File: config.mk
export PLATFORM = sky130hd
export DESIGN_NAME = shift_seq_ctrl
export DESIGN_NICKNAME = d
export VERILOG_FILES = /design/src/rtl/shift_seq_pkg.sv /design/src/rtl/shift_seq_dp.sv /design/src/rtl/shift_seq_ctrl.sv
export SDC_FILE = /design/constraint.sdc
export NUM_CORES = 1
export LEC_CHECK = 0
export ABC_CLOCK_PERIOD_IN_PS = 4030
export CORE_AREA = 2 2 53 55
export CTS_CLUSTER_DIAMETER = 50
export DETAILED_ROUTE_END_ITERATION = 10
export DIE_AREA = 0 0 55 57
export GPL_ROUTABILITY_DRIVEN = 0
export GPL_TIMING_DRIVEN = 0
export PLACE_DENSITY = 0.74
export SETUP_SLACK_MARGIN = 0.3
export SYNTH_ARGS = -nofsm -noshare
export SYNTH_HDL_FRONTEND = slang
export SYNTH_SLANG_ARGS = --single-unit
File: constraint.sdc
create_clock -name clk -period 4.03 [get_ports clk]
set_input_delay 0.403 -clock clk [delete_from_list [all_inputs] [get_ports clk]]
set_output_delay 0.403 -clock clk [all_outputs]
set_load 0.005 [all_outputs]
File: src/rtl/shift_seq_pkg.sv
// Shared types and constants for the shift sequencer and its datapath.
package shift_seq_pkg;

    localparam int unsigned DEF_WIDTH = 8;
    localparam int unsigned DEF_CNT_W = 4;

    localparam logic DIR_LEFT  = 1'b0;
    localparam logic DIR_RIGHT = 1'b1;

    typedef enum logic [1:0] {
        S_IDLE  = 2'b00,
        S_SHIFT = 2'b01,
        S_DONE  = 2'b10
    } state_t;

endpackage

File: src/rtl/shift_seq_dp.sv
// Parallel-load / bidirectional shift register. Load has priority over shift;
// with neither asserted the register holds.
module shift_seq_dp
    import shift_seq_pkg::*;
#(
    parameter int unsigned WIDTH = DEF_WIDTH
) (
    input  logic             clk,
    input  logic             reset,
    input  logic             load,
    input  logic             shift,
    input  logic             dir,
    input  logic [WIDTH-1:0] data,
    input  logic             si,
    output logic [WIDTH-1:0] q,
    output logic             so
);

    always_ff @(posedge clk or negedge reset) begin
        if (!reset) begin
            q  <= '0;
            so <= 1'b0;
        end else if (load) begin
            q  <= data;
            so <= 1'b0;
        end else if (shift) begin
            if (dir == DIR_RIGHT) begin
                q  <= {si, q[WIDTH-1:1]};
                so <= q[0];
            end else begin
                q  <= {q[WIDTH-2:0], si};
                so <= q[WIDTH-1];
            end
        end
    end

endmodule

File: src/rtl/shift_seq_ctrl.sv
// Job sequencer: accepts a load/shift job, runs the shift count down on the
// datapath and holds the result under a done/ack handshake.
module shift_seq_ctrl
    import shift_seq_pkg::*;
#(
    parameter int unsigned WIDTH = DEF_WIDTH,
    parameter int unsigned CNT_W = DEF_CNT_W
) (
    input  logic             clk,
    input  logic             reset,
    input  logic             start,
    input  logic [WIDTH-1:0] data_in,
    input  logic             dir,
    input  logic [CNT_W-1:0] shamt,
    input  logic             si,
    input  logic             ack,
    input  logic             abort,
    output logic             busy,
    output logic             done,
    output logic [WIDTH-1:0] q,
    output logic             so
);

    state_t           state;
    logic [CNT_W-1:0] cnt;
    logic             dir_r;
    logic             load;
    logic             shift;

    // Datapath strobes decoded from the current state so that q/so update
    // on the same edge as the state transition.
    always_comb begin
        load  = (state == S_IDLE)  && start && !abort;
        shift = (state == S_SHIFT) && !abort;
    end

    always_ff @(posedge clk or negedge reset) begin
        if (!reset) begin
            state <= S_IDLE;
            cnt   <= '0;
            dir_r <= DIR_LEFT;
            busy  <= 1'b0;
            done  <= 1'b0;
        end else if (abort) begin
            state <= S_IDLE;
            busy  <= 1'b0;
            done  <= 1'b0;
        end else begin
            case (state)
                S_IDLE: begin
                    if (start) begin
                        cnt   <= shamt;
                        dir_r <= dir;
                        busy  <= 1'b1;
                        if (shamt != '0) begin
                            state <= S_SHIFT;
                        end else begin
                            state <= S_DONE;
                            done  <= 1'b1;
                        end
                    end
                end
                S_SHIFT: begin
                    cnt <= cnt - CNT_W'(1);
                    if (cnt == CNT_W'(1)) begin
                        state <= S_DONE;
                        done  <= 1'b1;
                    end
                end
                S_DONE: begin
                    if (ack) begin
                        state <= S_IDLE;
                        busy  <= 1'b0;
                        done  <= 1'b0;
                    end
                end
                default: begin
                    state <= S_IDLE;
                    busy  <= 1'b0;
                    done  <= 1'b0;
                end
            endcase
        end
    end

    shift_seq_dp #(
        .WIDTH(WIDTH)
    ) u_dp (
        .clk   (clk),
        .reset (reset),
        .load  (load),
        .shift (shift),
        .dir   (dir_r),
        .data  (data_in),
        .si    (si),
        .q     (q),
        .so    (so)
    );

endmodule

==> results of run 1 <==
-- state kept, by name, indices dropped and copies added, names as in the netlist --
signal / flops
busy: 1
cnt: 4
dir_r: 1
done: 1
state: 2
u_dp.q: 8
u_dp.so: 1
-- metrics by stage --
stage,utilization,hold slack (ns),worst slack (ns),cells,total power [W]
6_report,0.5689,0.5139,2.203,184,0.0009692
5_1_grt,0.5689,0.5493,2.057,184,0.001059
4_1_cts,0.5689,0.5064,2.205,184,0.0009748
3_5_place_dp,0.5550,0.4765,1.879,180,0.0008598
3_3_place_gp,0.5550,0.4794,1.925,180,0.0008414
2_1_floorplan,-,0.1074,2.491,120,0.0006578
-- critical path: cells and delay by family --
family,cells,cell delay [ns]
compound gates,1,0.32
buf+inv,2,0.71
simple gates,2,0.57
-- report_power, final --
group          internal, W  leakage (nW)  switching, W
Clock            0.0000550        0.0210     0.0000580
Combinational     0.000267         0.358      0.000251
Sequential        0.000260         0.227     0.0000787
-- layout make-up --
type / instances / share of cell area
inverters: 6 / 0.01514
well taps: 31 / 0.02607
multi-input cells: 86 / 0.3902
clock buffers: 4 / 0.02439
flip-flops and latches: 18 / 0.3028
plain buffers: 10 / 0.04626
repair buffers: 29 / 0.1951
-- kinds of logic (layout without fill, tap and decap cells) --
family | count (synthesis) | count (layout) | share of synthesized area
AO/OA/AOI/OAI | 33 | 33 | 0.2230
adder cells (fa/ha/maj) | 2 | 2 | 0.02229
buffers and inverters | 16 | 49 | 0.08138
flip-flops | 18 | 18 | 0.4013
multiplexers | 2 | 2 | 0.01784
AND/OR/NAND/NOR | 49 | 49 | 0.2542
-- worst min path at each step --
stage	start	endpoint	slack [ns]
after floorplan	reset	busy	0.11
after global placement	u_dp.so	u_dp.so	0.48
after detailed placement	u_dp.so	u_dp.so	0.48
after CTS	u_dp.so	u_dp.so	0.51
after global routing	u_dp.so	u_dp.so	0.55
final	u_dp.so	u_dp.so	0.51
-- per-layer routing --
metal	vias to the layer above	routed length, um	GRT usage
met5	-	0	0
met4	0	25	0.05923
met3	4	193	0.03141
met2	35	1368	0.3282
met1	475	1241	0.2732
li1	509	-	-
-- cell usage after synthesis (all sizes together) --
master   instances  area [um^2]
buf              8        61.31
clkbuf           2        7.510
nor3b            5        42.54
or4b             1        10.01
o32a             1        10.01
nand2            5        18.77
inv              6        22.52
a211oi           9        67.56
nand3b           1        7.510
nor2            11        41.29
o31ai            8        60.06
o22ai            3        18.77
a31oi            1        6.260
or2              1        6.260
a21boi           1        7.510
a21oi            4        20.02
or2b             1        7.510
and3             1        6.260
mux2i            2        20.02
o2bb2ai          1        8.760
a2111oi          1        27.53
or3              1        6.260
ha               2        25.02
dfrtp           18        450.4
nor4             1        6.260
or3b             1        8.760
a32oi            1        8.760
nand3           10        50.05
nor4b            2        23.77
o21ai            3        15.01
nor2b            8        50.05
==> PnR_summary.wiki, run 1 <==
{| class="wikitable"
! Metric !! Value
|-
| Result of the run || completed
|-
| Worst Max-Slew Pin Slew || 0.8346 ns
|-
| Max_slew headroom || 0.4418
|-
| Starting utilization of the core area || 0.4292
|-
| # fillers || 261
|-
| Post-layout minimum cycle time || 1.827 ns
|-
| Fin crit share || 0.4534
|-
| Average cell area after synthesis || 9.353 um^2
|-
| Slowest cell on crit path || sky130_fd_sc_hd__clkdlybuf4s50_1
|-
| Vias in the first global route || 1071
|-
| Instance count of the mapped netlist || 120
|-
| Setup TNS || 0 ns
|-
| Worst path required time || 4.21 ns
|-
| End of the critical path || cnt[3]
|-
| Number of max-slew violations in the final report || 0
|-
| Area of the core region || 2615 um^2
|-
| Worst path arrival time || 2.01 ns
|-
| GRT Residual Overflow || 0
|-
| Inserted Clock Buffers || 3
|-
| RSZ-0062 raised after global routing || no
|-
| Wire length per cell after detailed routing || 15.37 um
|-
| DRT Pass-1 Iters || 4
|-
| Clock skew || 0.0007315 ns
|-
| Max FO, Critical Path || 7
|-
| Wire length of the first global-routing pass || 4761 um
|-
| Antenna diodes || 0
|-
| Reg clk slew, reported paths || 0.11 ns
|-
| Routed via count divided by cell count || 5.560
|-
| Critical register-to-register path startpoint || state[1]
|-
| X dimension of the die || 55 um
|-
| Share of synthesized area occupied by flip-flops and latches || 0.4013
|-
| Area of combinational cells with multiple inputs || 580.6 um^2
|-
| Cell area after placement || 1451 um^2
|-
| Number of design rule violations left after detail routing || 0
|-
| Residual antenna-violating net count after detailed routing || 0
|-
| # clock sinks || 18
|-
| Floorplan die height || 57 um
|-
| Port-buffer cells || 29
|-
| Fraction of layout cells with a size suffix above 1 || 0.1046
|-
| Syn Std Cell Area || 1122 um^2
|-
| P&R area growth vs syn || 32.55%
|-
| Power Dens Cells || 651.5 nW/um^2
|-
| Post-synthesis sequential element count || 18
|-
| Mapped Nets || 141
|-
| Hpwl dp || 2086 um
|-
| Clock insertion delay at the later pin of the skew report || 0.29 ns
|-
| Static leakage || 0.6057 nW
|-
| Distinct cells, synth || 35
|-
| Commonest cells after routing, fill and taps aside || 29 x sky130_fd_sc_hd__clkdlybuf4s50_1, 18 x sky130_fd_sc_hd__dfrtp_1, 11 x sky130_fd_sc_hd__nor2_1
|-
| Postcts setup bufs || 0
|-
| Post-CTS resize count || 0
|-
| Worst hold path stage count || 1
|-
| Via count || 1023
|-
| Critical path origin || abort
|-
| Count of synthesis-stage warnings from yosys || 0
|-
| I/O pin count || 30
|-
| Total Nets Final || 175
|-
| Max Fclk || 547.3 MHz
|-
| Die area || 3135 um^2
|-
| Max Buffers Root-to-Sink || 2
|-
| Worst setup EP type || register
|-
| Slowest cell delay on critical path || 0.53 ns
|-
| Most common cell after layout, fill and taps aside || sky130_fd_sc_hd__clkdlybuf4s50_1
|-
| # setup viols final || 0
|-
| Hold violation count in the final report || 0
|-
| Chain of cells forming the critical path || clkdlybuf4s50_1 > or4b_1 > buf_2 > a2111oi_4 > nor3b_2
|-
| Maximum level of the CTS H-tree || 1
|-
| Worst Setup Path Type || input port to register
|-
| VDD IR max || 0.3636 mV
|-
| Flop-to-flop setup slack || 2.37 ns
|-
| Number of violations of the max-capacitance limit || 0
|-
| Initial antenna violation count || 0
|-
| Largest net degree at the start of global routing || 19
|-
| Overall routing resource usage || 0.2017
|-
| Endpoint of the lowest-slack register-to-register path || u_dp.q[3]
|-
| CP startpoint kind || input port
|-
| Path type of the worst min-delay path || register to register
|-
| CTS Root Buffer Type || sky130_fd_sc_hd__clkbuf_4
|-
| Total wirelength of the detailed-routed design || 2828 um
|-
| Hold buffers post-CTS || 0
|-
| Iter 0 DRT Violations || 23
|-
| TritonCTS clock tree || done
|-
| Flip-flop and latch area || 450.4 um^2
|-
| Depth of the worst register-to-register path || 5
|-
| Number of core rows || 19
|-
| Cell area after layout || 1488 um^2
|}
No activity file was read; power rests on OpenSTA's default activity.
==> run 2: changes to the inputs <==
--- a/config.mk
+++ b/config.mk
@@ -5,7 +5,7 @@
 export SDC_FILE = /design/constraint.sdc
 export NUM_CORES = 1
 export LEC_CHECK = 0
-export ABC_CLOCK_PERIOD_IN_PS = 4030
+export ABC_CLOCK_PERIOD_IN_PS = 1750
 export CORE_AREA = 2 2 53 55
 export CTS_CLUSTER_DIAMETER = 50
 export DETAILED_ROUTE_END_ITERATION = 10
==> constraint.sdc (replaced) <==
create_clock -name clk -period 1.75 [get_ports clk]
set_input_delay 0.175 -clock clk [delete_from_list [all_inputs] [get_ports clk]]
set_output_delay 0.175 -clock clk [all_outputs]
set_load 0.005 [all_outputs]
==> PnR_summary.wiki, run 2 (synthesis gave the netlist of run 1 again) <==
{| class="wikitable"
! Metric !! Value
|-
| Result of the run || completed
|-
| Reg clk slew, reported paths || 0.11 ns
|-
| GRT Residual Overflow || 0
|-
| Setup TNS || 0 ns
|-
| Wire length per cell after detailed routing || 17.05 um
|-
| Worst Setup Path Type || register to register
|-
| Iter 0 DRT Violations || 24
|-
| Fraction of layout cells with a size suffix above 1 || 0.2857
|-
| Worst path required time || 1.94 ns
|-
| Worst path arrival time || 1.76 ns
|-
| CP startpoint kind || register
|-
| Number of max-slew violations in the final report || 0
|-
| Placed cell count || 180
|-
| Area of the core region || 2615 um^2
|-
| Most common cell after layout, fill and taps aside || sky130_fd_sc_hd__clkdlybuf4s50_1
|-
| Max Buffers Root-to-Sink || 2
|-
| Static leakage || 0.7724 nW
|-
| Hpwl dp || 2186 um
|-
| Largest net degree at the start of global routing || 19
|-
| Number of core rows || 19
|-
| Number of violations of the max-capacitance limit || 0
|-
| Vias in the first global route || 1067
|-
| VDD IR max || 0.9014 mV
|-
| Max Fclk || 634.0 MHz
|-
| Starting utilization of the core area || 0.4292
|-
| Path type of the worst min-delay path || input port to asynchronous set/reset pin
|-
| Cell area after layout || 1747 um^2
|-
| X dimension of the die || 55 um
|-
| DRT Pass-1 Iters || 4
|-
| Initial antenna violation count || 0
|-
| Antenna diodes || 0
|-
| Hold buffers post-CTS || 0
|-
| Worst Max-Slew Pin Slew || 0.8765 ns
|-
| Worst Setup Slack post-DPL || -0.1337 ns
|-
| Total Nets Final || 191
|-
| Number of design rule violations left after detail routing || 0
|-
| I/O pin count || 30
|-
| Residual antenna-violating net count after detailed routing || 0
|-
| Largest reg by FF count || u_dp.q
|-
| Routed via count divided by cell count || 5.714
|-
| P&R area growth vs syn || 55.63%
|-
| Commonest cells after routing, fill and taps aside || 25 x sky130_fd_sc_hd__clkdlybuf4s50_1, 18 x sky130_fd_sc_hd__dfrtp_1, 15 x sky130_fd_sc_hd__buf_4
|-
| # clock sinks || 18
|-
| Wire length of the first global-routing pass || 4843 um
|-
| Via count || 1137
|-
| Port-buffer cells || 29
|-
| Clock skew || 0.008669 ns
|-
| Fin crit share || 0.9014
|-
| Tot Pwr || 0.002619 W
|-
| Final instance count without filler cells || 199
|-
| Die area || 3135 um^2
|-
| Clock insertion delay at the later pin of the skew report || 0.29 ns
|-
| Slack of the critical path || 0.1726 ns
|-
| Power Dens Cells || 1499 nW/um^2
|-
| Cell area after placement || 1460 um^2
|-
| Largest registers || u_dp.q (8), cnt (4), state (2)
|-
| RSZ-0062 raised after global routing || yes
|-
| TritonCTS clock tree || done
|-
| Total wirelength of the detailed-routed design || 3393 um
|-
| Hold violation count in the final report || 0
|-
| CTS Root Buffer Type || sky130_fd_sc_hd__clkbuf_4
|-
| Max FO, Critical Path || 6
|-
| Maximum level of the CTS H-tree || 1
|-
| Post-layout minimum cycle time || 1.577 ns
|-
| Inserted Clock Buffers || 3
|-
| Floorplan die height || 57 um
|-
| Worst setup EP type || register
|-
| Overall routing resource usage || 0.2117
|-
| Flip-flop count of the largest register, all copies and words added || 8
|-
| Max_slew headroom || 0.4138
|-
| # setup viols final || 0
|}
==> run 2: metrics by stage <==
step | utilization | hold WS [ns]
after CTS | 0.5990 | 0.3812
final | 0.6679 | 0.3686
after global routing | 0.6679 | 0.4200
after detailed placement | 0.5584 | 0.4813
after global placement | 0.5584 | 0.4791
after floorplan | - | -0.1206
==> run 2: final cells by class <==
type	instances	area, um^2
buffer	10	105.1
clock buffer	3	22.52
fill	213	868.3
inverter	6	22.52
multi-input combinational	86	669.4
sequential	18	450.4
tap	31	38.79
timing repair buffer	45	437.9
==> run 2: final timing paths <==
path	startpoint	to	slack [ns]	cells past startpoint
min in group clk	dir	dir_r	0.42	3
max	state[1]	cnt[3]	0.17	5
min	reset	u_dp.q[2]	0.37	1
max in group asynchronous	reset	state[1]	0.84	1
max reg2reg	state[1]	cnt[3]	0.17	5
min reg2reg	u_dp.so	u_dp.so	0.50	1
==> run 2: report_power, final <==
part | internal (W) | switching [W]
clock | 0.0000800 | 0.000129
combinational | 0.000891 | 0.000735
sequential | 0.000598 | 0.000186
total | 0.00157 | 0.00105
==> run 2: per-layer routing <==
layer	part of all wire	vias up	track usage	wire length, um
met5	0	-	0	0
met4	0.020	0	0.1010	67
met3	0.057	8	0.02618	193
met2	0.53	45	0.3486	1786
met1	0.40	546	0.2681	1345
li1	-	538	-	-
==> run 2: repair_timing <==
item                                    4_1_cts  5_1_grt
endpoints found under the hold margin         0        0
cloned                                        0        1
endpoints found under the setup margin       16       23
pin swaps                                     1        7
setup buffers                                 5       10
resized for setup                            14       20
==> run 2: critical path, stage by stage, from the launching register on <==
cell and delay [ns]:
sky130_fd_sc_hd__dfrtp_1 0.41, sky130_fd_sc_hd__buf_6 0.14, sky130_fd_sc_hd__or3b_1 0.36, sky130_fd_sc_hd__buf_6 0.15, sky130_fd_sc_hd__a2111oi_4 0.34, sky130_fd_sc_hd__nor3b_2 0.08
